## src/rtl/change_dispenser.sv

```systemverilog
// Change dispenser: pays an amount out as timed one-hot coin pulses,
// largest denomination first (50/20/10/5/1).
//
// Ports:
//   sys_clk, sys_rst  clock, async active-high reset
//   start, abort      one-cycle payout request / stop request
//   change_money      amount to pay (sampled at accepted start)
//   coin_pulse        one-hot coin: b0=1 b1=5 b2=10 b3=20 b4=50
//   remaining         amount not yet dispensed
//   coin_count        coins issued in current or last payout
//   busy, done        non-idle flag, completion pulse
module change_dispenser #(
  parameter int PULSE_CYCLES = 5_000_000,
  parameter int GAP_CYCLES   = 5_000_000
) (
  input  logic       sys_clk,
  input  logic       sys_rst,
  input  logic       start,
  input  logic       abort,
  input  logic [7:0] change_money,
  output logic [4:0] coin_pulse,
  output logic [7:0] remaining,
  output logic [3:0] coin_count,
  output logic       busy,
  output logic       done
);

  localparam int MAXC =
    (PULSE_CYCLES > GAP_CYCLES) ? PULSE_CYCLES : GAP_CYCLES;
  localparam int CLG = $clog2(MAXC + 1);
  localparam int CW  = (CLG > 23) ? CLG : 23;

  localparam logic [CW-1:0] P_LOAD = CW'(PULSE_CYCLES - 1);
  localparam logic [CW-1:0] G_LOAD = CW'(GAP_CYCLES - 1);

  typedef enum logic [2:0] {
    IDLE,
    SELECT,
    PULSE,
    GAP,
    DONE
  } state_t;

  state_t        state;
  logic [CW-1:0] tmr;
  logic [4:0]    sel_coin;
  logic [7:0]    sel_val;

  // Greedy pick; ranges are disjoint so the decode is unique.
  always_comb begin
    sel_coin = 5'b00000;
    sel_val  = 8'd0;
    unique case (1'b1)
      (remaining >= 8'd50): begin
        sel_coin = 5'b10000;
        sel_val  = 8'd50;
      end
      (remaining >= 8'd20 && remaining < 8'd50): begin
        sel_coin = 5'b01000;
        sel_val  = 8'd20;
      end
      (remaining >= 8'd10 && remaining < 8'd20): begin
        sel_coin = 5'b00100;
        sel_val  = 8'd10;
      end
      (remaining >= 8'd5 && remaining < 8'd10): begin
        sel_coin = 5'b00010;
        sel_val  = 8'd5;
      end
      (remaining >= 8'd1 && remaining < 8'd5): begin
        sel_coin = 5'b00001;
        sel_val  = 8'd1;
      end
      default: begin
        sel_coin = 5'b00000;
        sel_val  = 8'd0;
      end
    endcase
  end

  always_ff @(posedge sys_clk or posedge sys_rst) begin
    if (sys_rst) begin
      state      <= IDLE;
      tmr        <= '0;
      coin_pulse <= 5'b0;
      remaining  <= 8'd0;
      coin_count <= 4'd0;
      busy       <= 1'b0;
      done       <= 1'b0;
    end else if (abort && state != IDLE) begin
      // remaining/coin_count stay frozen to show what was not paid
      state      <= IDLE;
      tmr        <= '0;
      coin_pulse <= 5'b0;
      busy       <= 1'b0;
      done       <= 1'b0;
    end else begin
      case (state)
        IDLE: begin
          done <= 1'b0;
          tmr  <= '0;
          if (start && !abort) begin
            remaining  <= change_money;
            coin_count <= 4'd0;
            busy       <= 1'b1;
            if (change_money != 8'd0) begin
              state <= SELECT;
            end else begin
              state <= DONE;
              done  <= 1'b1;
            end
          end
        end
        SELECT: begin
          coin_pulse <= sel_coin;
          remaining  <= remaining - sel_val;
          coin_count <= coin_count + 4'd1;
          tmr        <= P_LOAD;
          state      <= PULSE;
        end
        PULSE: begin
          if (tmr == '0) begin
            coin_pulse <= 5'b0;
            tmr        <= G_LOAD;
            state      <= GAP;
          end else begin
            tmr <= tmr - 1'b1;
          end
        end
        GAP: begin
          if (tmr == '0) begin
            if (remaining != 8'd0) begin
              state <= SELECT;
            end else begin
              state <= DONE;
              done  <= 1'b1;
            end
          end else begin
            tmr <= tmr - 1'b1;
          end
        end
        DONE: begin
          done  <= 1'b0;
          busy  <= 1'b0;
          tmr   <= '0;
          state <= IDLE;
        end
        default: begin
          state      <= IDLE;
          tmr        <= '0;
          coin_pulse <= 5'b0;
          busy       <= 1'b0;
          done       <= 1'b0;
        end
      endcase
    end
  end

endmodule

```

## config.mk

```make
export PLATFORM = sky130hd
export DESIGN_NAME = change_dispenser
export DESIGN_NICKNAME = d
export VERILOG_FILES = /design/src/rtl/change_dispenser.sv
export SDC_FILE = /design/constraint.sdc
export NUM_CORES = 1
export LEC_CHECK = 0
export ABC_AREA = 1
export BUFFER_PORTS_ARGS = -buffer_cell sky130_fd_sc_hd__buf_2
export CAP_MARGIN = 20
export CORE_MARGIN = 2
export CORE_UTILIZATION = 45
export CTS_CLUSTER_DIAMETER = 40
export DETAILED_ROUTE_END_ITERATION = 7
export PLACE_DENSITY = 0.71
export SLEW_MARGIN = 15
export SYNTH_ARGS = -nofsm -noshare
export SYNTH_HDL_FRONTEND = slang
export SYNTH_SLANG_ARGS = --single-unit
```

## constraint.sdc

```tcl
create_clock -name sys_clk -period 6.7 [get_ports sys_clk]
set_input_delay 0.67 -clock sys_clk [delete_from_list [all_inputs] [get_ports sys_clk]]
set_output_delay 0.67 -clock sys_clk [all_outputs]
set_load 0.01 [all_outputs]
```

* Word-level counts from Yosys, hierarchy flattened
Cells that the tools add are included.
Word-level totals: register bits 45, input port bits 12, output and inout bits 19, word-level logic and storage cells 83
Cells by class: add/sub/neg operators 3, magnitude comparators 9, equal/unequal tests 13, muxes and demuxes 29, bitwise gates (word level) 1, reduce and logical (&&, ||, !) cells 21
Operators with widths (count):
- 23-bit 2-to-1 mux | 3
- 23-bit case mux with 3 select lines | 1
- 6-bit case mux with 5 select lines | 1
- 5-bit case mux with 5 select lines | 1
- 23-bit zero test | 1
- 23-bit by 1-bit subtractor with 23-bit output, second input constant | 1
- 3-bit 2-to-1 mux | 6
- 8-bit case mux with 2 select lines | 1
- 8-bit nonzero test | 2
- 3-bit inequality test, second input constant | 5
- 5-bit case mux with 3 select lines | 1
- 3-bit case mux with 4 select lines | 1
- 5-bit 2-to-1 mux | 2
- 3-bit AND reduction | 3
- 8-bit by 1-bit greater-or-equal comparator with 1-bit output, second input constant | 1
- 8-bit by 3-bit greater-or-equal comparator with 1-bit output, second input constant | 1
- 8-bit by 4-bit greater-or-equal comparator with 1-bit output, second input constant | 1
- 8-bit by 5-bit greater-or-equal comparator with 1-bit output, second input constant | 1
- 8-bit by 6-bit greater-or-equal comparator with 1-bit output, second input constant | 1
- 8-bit by 3-bit less-than comparator with 1-bit output, second input constant | 1
- 8-bit by 4-bit less-than comparator with 1-bit output, second input constant | 1
- 8-bit by 5-bit less-than comparator with 1-bit output, second input constant | 1
- 8-bit by 6-bit less-than comparator with 1-bit output, second input constant | 1
- 8-bit 2-to-1 mux | 1
- other kinds (21) | 37

* Logic depth before layout (Yosys ltp)
Gate-level depths: netlist of run 1.
depth in word-level cells 5, mapped depth 17, mapped depth without buffers 17

* Least setup slack after synthesis of run 1
No wires, ideal clock.
kind register to register, start reg remaining[6], end reg remaining[6], setup time 116 ps, arrival 2152 ps, data required time 6584 ps, slack 4432 ps, stages on the path, launching flop included 15, path buffers 0, clock period less this slack 2268 ps, cell sequence dfrtp_1 nor2_1 nand3_1 a211oi_1 nand2_1 nand2_1 ha_1 inv_1 fa_1 nand4_1 nand3_1 a21oi_1 o21ai_0 nand2_1 nand2_1
On the way: longest elaborated chain between the ends 5, elaborated cells between the ends (all ways) 16, classes of those cells 1 x add/sub; 9 x order compare; 2 x mux; 4 x reduce/logical
Ends and longest elaborated chain:
- start: declaration | line 22 | output logic [7:0] remaining,
- start signal: assignment | line 103 | remaining <= change_money;
- start signal: assignment | line 116 | remaining <= remaining - sel_val;
- 8-bit by 1-bit greater-or-equal comparator with 1-bit output, or another cell as far along | line 70 | (remaining >= 8'd1 && remaining < 8'd5): begin
- 1-bit logical AND, on equally long branches
- 6-bit case mux with 5 select lines | line 53 | unique case (1'b1)
- 8-bit subtractor (*) | line 116
- 8-bit case mux with 2 select lines (*) | line 98 | case (state)
Every way passes the cells marked *; elsewhere a longest branch is shown, timed or not. A chain may end at the register's enable or synchronous reset.

* Worst setup path in the final report of run 1
Ends and elaborated chain as after synthesis.

==> impl_metrics.py, run 1 <==
metrics = {
    "sta": {
        "fin_crit_ns": 2.54,
        "setup_viol": 0,
        "fmax_mhz": 394,
        "hold_viol_final": 0,
        "fin_skew_ns": 0.00829,
        "setup-tns-final_ns": 0,
        "rsz0062_at_grt": "false",
        "finalCritPeriodShare_pct": 37.8,
        "relSlewSlack_pct": 53.6,
        "drv_slew": 0,
        "tightest_slew_ns": 0.694,
    },
    "yosys": {
        "syn_nets": 482,
        "synth.distinct_cells": 37,
        "synth_warnings": 0,
        "synthCells": 461,
        "syn-cell-area_um2": 3130,
        "ys_seq_area_share_pct": 35.9,
        "ys_ff_latch": 45,
        "avgSynthCellArea_um2": 6.80,
    },
    "critical_path": {
        "crit_path_cell_trace": "nor2_1 -> nand3_1 -> a211oi_1 -> nand2_1 -> nand2_1 -> ha_1 -> inv_1 -> fa_1 -> nand4_1 -> nand3_1 -> a21oi_1 -> o21ai_0 -> nand2_1 -> nand2_1",
        "reg2reg_depth": 14,
        "cp-start-kind": "register",
        "ff2ff_setup_slack_ns": 4.16,
        "cpMostUsedCell": "nand2_1",
        "path_class": "reg -> reg",
        "cp_slowest_cell": "dfrtp_1",
        "reg2reg_to": "remaining[6]$_DFFE_PP0P_",
        "critPathRequiredTime_ns": 6.91,
        "r2r_start": "remaining[6]$_DFFE_PP0P_",
        "cp.arrival_ns": 2.74,
        "endpoint_kind": "register",
        "crit_fanout": 7,
        "slowest_delay_ns": 0.45,
    },
    "detailed_routing": {
        "detail-route-antenna-nets": 0,
        "vias": 3003,
        "wl_per_cell_um": 13.5,
        "drt-initial-drc-count": 195,
        "routed_wirelength_um": 7760,
        "vias_per_cell": 5.21,
        "drc": 0,
        "drt_pass1_iterations": 5,
    },
    "power_and_ir_drop": {
        "p_int_uw": 903,
        "pwr-share-comb_pct": 65.9,
        "power_uw": 1950,
        "p_leak_uw": 0.00197,
        "pwr-share-clk_pct": 11.0,
        "peakVddDrop_uv": 289,
        "switching_share_pct": 53.7,
        "seqPwrFrac_pct": 23.1,
        "power_density_nw_per_um2": 558,
        "switchingPower_uw": 1050,
    },
    "layout": {
        "final_cell_mix": "nand2_1, inv_1, nor2_1, dfrtp_1, nand3_1",
        "final_common_cell": "nand2_1",
        "multi_input_area_um2": 1680,
        "fillCellCount": 683,
        "n_antenna_cell": 0,
        "area_growth_syn_to_layout_pct": 11.5,
        "register_area_um2": 1130,
        "layout-drive-gt1-share_pct": 14.3,
        "nets": 516,
    },
    "clock_tree": {
        "clk_latency_ns": 0.31,
        "holdBufCountCts": 0,
        "h-tree-depth": 2,
        "cts_resized": 0,
        "cts_buffer_depth": 2,
        "cts_tree": "done",
        "cts.clk_slew.worst_paths_ns": 0.09,
        "cts.sinks": 45,
        "numCtsBuffers": 5,
        "post_cts_buffers": 0,
        "root_buffer": "clkbuf_8",
    },
    "floorplanning": {
        "die_w_um": 87.4,
        "boundaryPins": 31,
        "initial_core_util_pct": 46.4,
        "coreArea_um2": 6760,
        "die_area_um2": 7650,
        "rows": 30,
        "die_y_um": 87.4,
    },
    "min_path": {
        "hold_path_class": "in -> async",
    },
    "global_route": {
        "grt_usage_pct": 22.1,
        "antenna_found_initial": 0,
        "grt_pass1_wl_um": 13200,
        "grt_pass1_vias": 2840,
        "grt_max_degree": 46,
        "overflow": 0,
    },
    "job": {
        "cap_violations": 0,
    },
    "placement": {
        "gp_congestion": 0.938,
        "portBuffers": 30,
        "hpwlAfterDp_um": 5780,
    },
    "outcome": {
        "status": "completed",
    },
}
-- cells by family after synthesis --
group / count (synthesis) / share of synthesized area, %
and+or+nand+nor: 255 / 36.6
adders and majority gates: 9 / 3.83
DFF: 45 / 35.9
AOI/OAI and AO/OA: 63 / 11.7
buffers and inverters: 83 / 10.3
xor gates and xnor gates: 6 / 1.68
-- cell type report --
class / instances / share of cell area [%]
repair buffers: 31 / 4.87
clock inverters: 3 / 1.33
flip-flops and latches: 45 / 32.2
well taps: 80 / 2.87
clock buffers: 5 / 1.97
multi-input cells: 333 / 48.2
inverters: 79 / 8.49
-- power groups by stage --
stage | combinational, uW | sequential (uW) | clock [uW]
final | 1290 | 451 | 214
after global routing | 1470 | 464 | 229
after CTS | 1270 | 449 | 217
after detailed placement | 1260 | 453 | 0
after global placement | 1250 | 451 | 0
after floorplan | 973 | 455 | 0
-- synth_stat cells (all sizes together) --
library cell,n,share of area [%]
nand2b,1,0.20
nand3,38,6.4
dfrtp,45,36
a21o,1,0.24
o21bai,1,0.24
a211oi,1,0.24
o2111ai,5,1.4
a31oi,2,0.40
o31ai,1,0.24
buf,4,0.84
a22oi,1,0.24
xnor2,1,0.28
nor2,68,9.9
or2,3,0.60
nand4,6,1.2
xor2,5,1.4
nor3,4,1.0
and3,1,0.20
fa,1,0.64
ha,8,3.2
a21oi,28,4.6
nand2,132,17
o21ai,21,3.6
nand3b,2,0.48
o211ai,2,0.48
inv,79,9.5
-- routing by layer --
metal	wire length [um]	track usage, %
met1	3540	28.4
met2	3760	38.1
met3	297	2.94
met4	167	7.55
met5	0	0
-- sequential cells by signal, indices dropped and copies added, names as in the netlist --
name        flops
tmr            23
remaining       8
coin_pulse      5
coin_count      4
state           3
busy            1
done            1
-- stage by stage --
step,hold slack (ns),setup slack [ns],cells,util [%],area [um^2]
2_1_floorplan,0.449,4.43,461,-,3130
3_3_place_gp,0.453,4.27,567,49.7,3360
3_5_place_dp,0.461,4.22,567,49.7,3360
4_1_cts,0.481,4.18,575,51.4,3470
5_1_grt,0.324,3.79,576,51.7,3490
6_report,0.310,4.16,576,51.7,3490
-- critical path, delay by kind of cell, from the launching register on --
| kind | cells | cell delay, ns |
|---|---|---|
| flops | 1 | 0.45 |
| compound gates | 3 | 0.51 |
| buf+inv | 1 | 0.06 |
| fa+ha+maj | 2 | 0.56 |
| simple gates | 8 | 0.84 |
-- worst max path at each step --
stage	endpoint	start	slack, ns
final	remaining[6]$_DFFE_PP0P_	remaining[6]$_DFFE_PP0P_	4.16
after global routing	remaining[6]$_DFFE_PP0P_	remaining[6]$_DFFE_PP0P_	3.79
after CTS	remaining[6]$_DFFE_PP0P_	remaining[6]$_DFFE_PP0P_	4.18
after detailed placement	remaining[6]$_DFFE_PP0P_	remaining[6]$_DFFE_PP0P_	4.22
after global placement	remaining[2]$_DFFE_PP0P_	remaining[6]$_DFFE_PP0P_	4.27
after floorplan	remaining[6]$_DFFE_PP0P_	remaining[6]$_DFFE_PP0P_	4.43
(Power assumes the default switching activity.)
==> run 2: changes to the inputs <==
==> constraint.sdc (replaced) <==
create_clock -name sys_clk -period 2.6 [get_ports sys_clk]
set_input_delay 0.26 -clock sys_clk [delete_from_list [all_inputs] [get_ports sys_clk]]
set_output_delay 0.26 -clock sys_clk [all_outputs]
set_load 0.01 [all_outputs]
==> run 2 against run 1 <==
Effect of this change:
- final area rose by 0.43%
- largest cell class unchanged
- worst hold slack got worse by 0.15 ns
- via count fell by 0.53%
- die area did not move
- cell count up 0.52%
- clock power increased by 110%
- sequential power increased to 2.6 times the previous value
- clock skew shrank 0.0016 ns
- core utilization rose by 0.22 points
- highest routed layer unchanged
- critical path depth unchanged
- first-iteration DRC count decreased by 32%
==> impl_metrics.py, run 2 (synthesis results as in run 1) <==
metrics = {
    "sta": {
        "fin_skew_ns": 0.00673,
        "postLayoutSetupSlackWorst_ns": 0.239,
        "finalCritPeriodShare_pct": 90.8,
        "relSlewSlack_pct": 35.1,
        "fmax_mhz": 424,
        "hold_slack_ns": 0.161,
        "hold_viol_final": 0,
        "tightest_slew_ns": 0.972,
        "setup_viol": 0,
        "fin_crit_ns": 2.36,
        "drv_slew": 0,
    },
    "critical_path": {
        "cpMostUsedCell": "nand2_1",
        "endpoint_kind": "register",
        "cp_num_buf_inv": 2,
        "cp-start-kind": "register",
        "critPathRequiredTime_ns": 2.81,
        "slowest_delay_ns": 0.44,
        "crit_path_cell_trace": "inv_1 -> nand2_1 -> nor2_1 -> o31ai_2 -> buf_4 -> a21oi_1 -> ha_1 -> nand3_1 -> nand2_1 -> a21oi_1 -> nand2b_1 -> nand3_1 -> nand2_1 -> nand2_1",
        "ff2ff_setup_slack_ns": 0.24,
        "cp_slowest_cell": "dfrtp_1",
        "crit_fanout": 4,
        "cp.arrival_ns": 2.57,
        "path_class": "reg -> reg",
        "crit_family": "simple AND/OR/NAND/NOR gates",
    },
    "layout": {
        "n_antenna_cell": 0,
        "layout-drive-gt1-share_pct": 16.6,
        "largestRegisters": "tmr (23), remaining (8), coin_pulse (5)",
        "largest_reg_flops": 23,
        "design_area_um2": 3510,
        "nets": 519,
        "final_cell_mix": "nand2_1, inv_1, nor2_1, dfrtp_1, nand3_1",
        "largest_register": "tmr",
        "area_growth_syn_to_layout_pct": 11.9,
        "final_common_cell": "nand2_1",
    },
    "outcome": {
        "status": "completed",
    },
    "placement": {
        "preCtsSetupSlack_ns": 0.147,
        "placed_area_um2": 3380,
        "hpwlAfterDp_um": 5810,
        "gp_congestion": 0.868,
        "portBuffers": 30,
    },
    "floorplanning": {
        "coreArea_um2": 6760,
        "die_y_um": 87.4,
        "initial_core_util_pct": 46.4,
        "die_area_um2": 7650,
        "rows": 30,
        "boundaryPins": 31,
        "die_w_um": 87.4,
    },
    "global_route": {
        "overflow": 0,
        "grt_pass1_vias": 2754,
        "antenna_found_initial": 0,
        "grt_usage_pct": 21.6,
        "grt_pass1_wl_um": 13000,
        "grt_max_degree": 46,
    },
    "power_and_ir_drop": {
        "power_density_nw_per_um2": 1430,
        "switchingPower_uw": 2740,
        "p_leak_uw": 0.00197,
        "peakVddDrop_uv": 744,
        "switching_share_pct": 54.5,
        "pwr-share-clk_pct": 8.8,
        "pwr-share-comb_pct": 68.1,
        "power_uw": 5030,
        "seqPwrFrac_pct": 23.1,
        "p_int_uw": 2290,
    },
    "clock_tree": {
        "holdBufCountCts": 0,
        "numCtsBuffers": 5,
        "clk_latency_ns": 0.30,
        "cts.clk_slew.worst_paths_ns": 0.09,
        "h-tree-depth": 2,
        "cts.sinks": 45,
        "cts_buffer_depth": 2,
        "root_buffer": "clkbuf_8",
        "cts_tree": "done",
    },
    "detailed_routing": {
        "routed_wirelength_um": 7760,
        "vias": 2987,
        "drc": 0,
        "drt-initial-drc-count": 133,
        "wl_per_cell_um": 13.4,
        "detail-route-antenna-nets": 0,
        "vias_per_cell": 5.16,
        "drt_pass1_iterations": 5,
    },
    "job": {
        "cap_violations": 0,
    },
    "min_path": {
        "hold_path_class": "in -> async",
    },
}
-- run 2: changes by cell type in the layout (fill, tap and decap cells not counted), moves of 2 or more --
cell      before  now
buf_4          0    4
clkinv_2       0    2
dfrtp_1       45   43
dfrtp_2        0    2
nor2_1        58   56
-- run 2: final cells by class --
| class | instances | area [um^2] |
|---|---|---|
| multi-input combinational | 333 | 1720 |
| timing repair buffer | 34 | 180 |
| inverter | 79 | 297 |
| tap | 80 | 100 |
| clock inverter | 3 | 17.5 |
| clock buffer | 5 | 68.8 |
| sequential | 45 | 1130 |
| fill | 665 | 3250 |
-- run 2: what timing repair did --
| item | in CTS | in global routing |
|---|---|---|
| endpoints found under the setup margin | 0 | 4 |
| resized for setup | 0 | 10 |
| setup buffers | 0 | 1 |
| hold endpoints to repair | 0 | 0 |
-- run 2: path summary, 6_finish.rpt --
| check | end | depth (start not counted) | startpoint |
|---|---|---|---|
| max | remaining[5]$_DFFE_PP0P_ | 14 | remaining[3]$_DFFE_PP0P_ |
| max in group asynchronous | remaining[2]$_DFFE_PP0P_ | 2 | sys_rst |
| min reg2reg | busy$_DFFE_PP0P_ | 2 | busy$_DFFE_PP0P_ |
| min in group sys_clk | remaining[1]$_DFFE_PP0P_ | 3 | change_money[1] |
| min | tmr[0]$_DFFE_PP0P_ | 2 | sys_rst |
| max reg2reg | remaining[5]$_DFFE_PP0P_ | 14 | remaining[3]$_DFFE_PP0P_ |
-- run 2: worst reg2reg max path, cell delays in order (launching register included) --
cell,delay (ns)
dfrtp_1,0.44
inv_1,0.13
nand2_1,0.11
nor2_1,0.14
o31ai_2,0.08
buf_4,0.14
a21oi_1,0.28
ha_1,0.30
nand3_1,0.09
nand2_1,0.10
a21oi_1,0.17
nand2b_1,0.12
nand3_1,0.06
nand2_1,0.06
nand2_1,0.04
-- run 2: power groups by stage --
stage	Combinational, uW	Clock (uW)	Sequential (uW)
floorplan	2510	0	1170
global placement	3250	0	1150
detailed placement	3320	0	1160
CTS	3350	450	1150
global route	3900	480	1190
finish	3430	441	1160
-- run 2: metal layers --
| metal | GRT usage (%) | part of all wire [%] | vias to the layer above |
|---|---|---|---|
| met5 | 0 | 0 | - |
| met3 | 3.98 | 5.4 | 14 |
| li1 | - | - | 1538 |
| met2 | 36.0 | 48 | 87 |
| met4 | 6.57 | 1.7 | 0 |
| met1 | 28.5 | 45 | 1348 |
-- run 2: per-stage QoR --
stage | TNS, ns | utilization (%) | std cells
floorplan | 0 | - | 461
global placement | 0 | 50.0 | 570
detailed placement | 0 | 50.0 | 570
CTS | 0 | 51.3 | 578
global route | -0.00575 | 51.9 | 579
finish | 0 | 51.9 | 579
==> run 3: changes to the inputs <==
--- a/config.mk
+++ b/config.mk
@@ -10,6 +10,7 @@
 export CAP_MARGIN = 20
 export CORE_MARGIN = 2
 export CORE_UTILIZATION = 45
+export CTS_BUF_LIST = sky130_fd_sc_hd__clkbuf_4
 export CTS_CLUSTER_DIAMETER = 40
 export DETAILED_ROUTE_END_ITERATION = 7
 export PLACE_DENSITY = 0.71
==> run 3 against run 2 <==
Effect of this change:
- clock power shrank 21%
- core utilization is essentially flat
- non-clock buffer count grew 5
- sequential share of layout area is essentially flat
- power shrank 0.83%
- flip-flop and latch count is the same
- sequential power is essentially flat
- wire length grew 1.0%
- combinational power grew 2%
- fmax grew 0.99%
- critical path type unchanged
- largest power group unchanged
==> impl_metrics.py, run 3 (synthesis results as in run 1) <==
metrics = {
    "floorplanning": {
        "rows": 30,
        "die_y_um": 87.4,
        "die_w_um": 87.4,
        "die_area_um2": 7650,
        "initial_core_util_pct": 46.4,
        "boundaryPins": 31,
        "coreArea_um2": 6760,
    },
    "clock_tree": {
        "holdBufCountCts": 0,
        "cts.clk_slew.worst_paths_ns": 0.14,
        "cts_buffer_depth": 2,
        "clk_latency_ns": 0.37,
        "cts_tree": "done",
        "cts.sinks": 45,
        "numCtsBuffers": 5,
        "h-tree-depth": 2,
        "root_buffer": "clkbuf_4",
    },
    "sta": {
        "setup_viol": 0,
        "postLayoutSetupSlackWorst_ns": 0.262,
        "fin_skew_ns": 0.0131,
        "setup-tns-final_ns": 0,
        "fin_crit_ns": 2.34,
        "drv_slew": 0,
        "tightest_slew_ns": 0.979,
        "hold_slack_ns": 0.0824,
        "fmax_mhz": 428,
        "finalCritPeriodShare_pct": 89.9,
        "hold_viol_final": 0,
        "relSlewSlack_pct": 34.6,
    },
    "power_and_ir_drop": {
        "power_density_nw_per_um2": 1420,
        "power_uw": 4990,
        "peakVddDrop_uv": 701,
        "p_leak_uw": 0.00198,
    },
    "layout": {
        "final_cell_mix": "nand2_1, inv_1, nor2_1, dfrtp_1, nand3_1",
        "finalNonFillerCells": 584,
        "largestRegisters": "tmr (23), remaining (8), coin_pulse (5)",
        "layout-drive-gt1-share_pct": 17.3,
        "area_growth_syn_to_layout_pct": 12.0,
        "fillCellCount": 666,
        "largest_register": "tmr",
        "final_common_cell": "nand2_1",
        "largest_reg_flops": 23,
        "nets": 524,
        "n_antenna_cell": 0,
    },
    "outcome": {
        "status": "completed",
    },
    "detailed_routing": {
        "wl_per_cell_um": 13.4,
        "routed_wirelength_um": 7840,
        "drc": 0,
        "drt_pass1_iterations": 5,
        "vias_per_cell": 5.16,
        "drt-initial-drc-count": 187,
        "vias": 3012,
        "detail-route-antenna-nets": 0,
    },
    "placement": {
        "portBuffers": 30,
        "dp.cells": 570,
        "hpwlAfterDp_um": 5810,
        "preCtsSetupSlack_ns": 0.147,
        "gp_congestion": 0.868,
    },
    "global_route": {
        "grt_usage_pct": 21.7,
        "grt_max_degree": 46,
        "overflow": 0,
        "grt_pass1_wl_um": 13000,
        "antenna_found_initial": 0,
        "grt_pass1_vias": 2759,
    },
    "critical_path": {
        "r2r_start": "remaining[2]$_DFFE_PP0P_",
        "crit_fanout": 5,
        "critPathRequiredTime_ns": 2.89,
        "path_class": "reg -> reg",
        "endpoint_kind": "register",
        "cp.arrival_ns": 2.63,
        "cp-start-kind": "register",
        "crit_start": "remaining[2]$_DFFE_PP0P_",
    },
    "min_path": {
        "hold_path_class": "in -> async",
    },
    "job": {
        "cap_violations": 0,
    },
}
-- run 3: cell types whose count changed in the layout (fill, tap and decap cells not counted) --
cell / previous run / this run
clkbuf_8: 5 / 0
buf_4: 4 / 9
clkbuf_4: 0 / 5
o31ai_2: 1 / 0
o31ai_1: 0 / 1
-- run 3: worst paths after layout --
path / endpoint / slack (ns) / depth (start not counted)
min in group sys_clk: remaining[1]$_DFFE_PP0P_ / 0.13 / 3
hold reg to reg: busy$_DFFE_PP0P_ / 0.49 / 2
hold / removal: tmr[0]$_DFFE_PP0P_ / 0.08 / 2
setup reg to reg: remaining[5]$_DFFE_PP0P_ / 0.26 / 14
max in group asynchronous: remaining[2]$_DFFE_PP0P_ / 1.84 / 2
setup / recovery: remaining[5]$_DFFE_PP0P_ / 0.26 / 14
-- run 3: worst max-delay path: stages, from the launching register on --
cell and delay (ns):
dfrtp_2 0.47, inv_1 0.10, nand2_1 0.11, nor2_1 0.12, o31ai_1 0.09, buf_4 0.15
a21oi_1 0.28, ha_1 0.30, nand3_1 0.09, nand2_1 0.10, a21oi_1 0.17, nand2b_1 0.12
nand3_1 0.06, nand2_1 0.06, nand2_1 0.04
-- run 3: layout make-up --
cell class / instances / area (um^2) / area share (%)
clock buffers: 5 / 37.5 / 1.07
clock inverters: 3 / 17.5 / 0.499
inverters: 79 / 297 / 8.45
multi-input cells: 333 / 1710 / 48.8
flip-flops and latches: 45 / 1130 / 32.2
well taps: 80 / 100 / 2.85
repair buffers: 39 / 218 / 6.21
-- run 3: metrics by stage --
step | cell area (um^2) | utilization (%)
global placement | 3380 | 50.0
CTS | 3430 | 50.8
detailed placement | 3380 | 50.0
finish | 3510 | 51.9
floorplan | 3130 | -
global route | 3510 | 51.9
-- run 3: timing repair --
| action | in CTS | in global routing |
|---|---|---|
| buffers inserted | 0 | 6 |
| endpoints found under the hold margin | 0 | 0 |
| gates resized for setup | 0 | 9 |
| setup endpoints to repair | 0 | 5 |
-- run 3: report_power, final --
group	leakage (uW)	total (uW)	switching, uW	internal (uW)
registers	0.000596	1150	223	927
logic	0.00135	3490	2280	1210
clock network	0.0000310	349	246	102
-- run 3: metal layers --
layer,share of wire [%],track usage [%]
met5,0,0
met4,1.3,6.57
met3,5.5,3.98
met2,48,36.1
met1,46,28.7
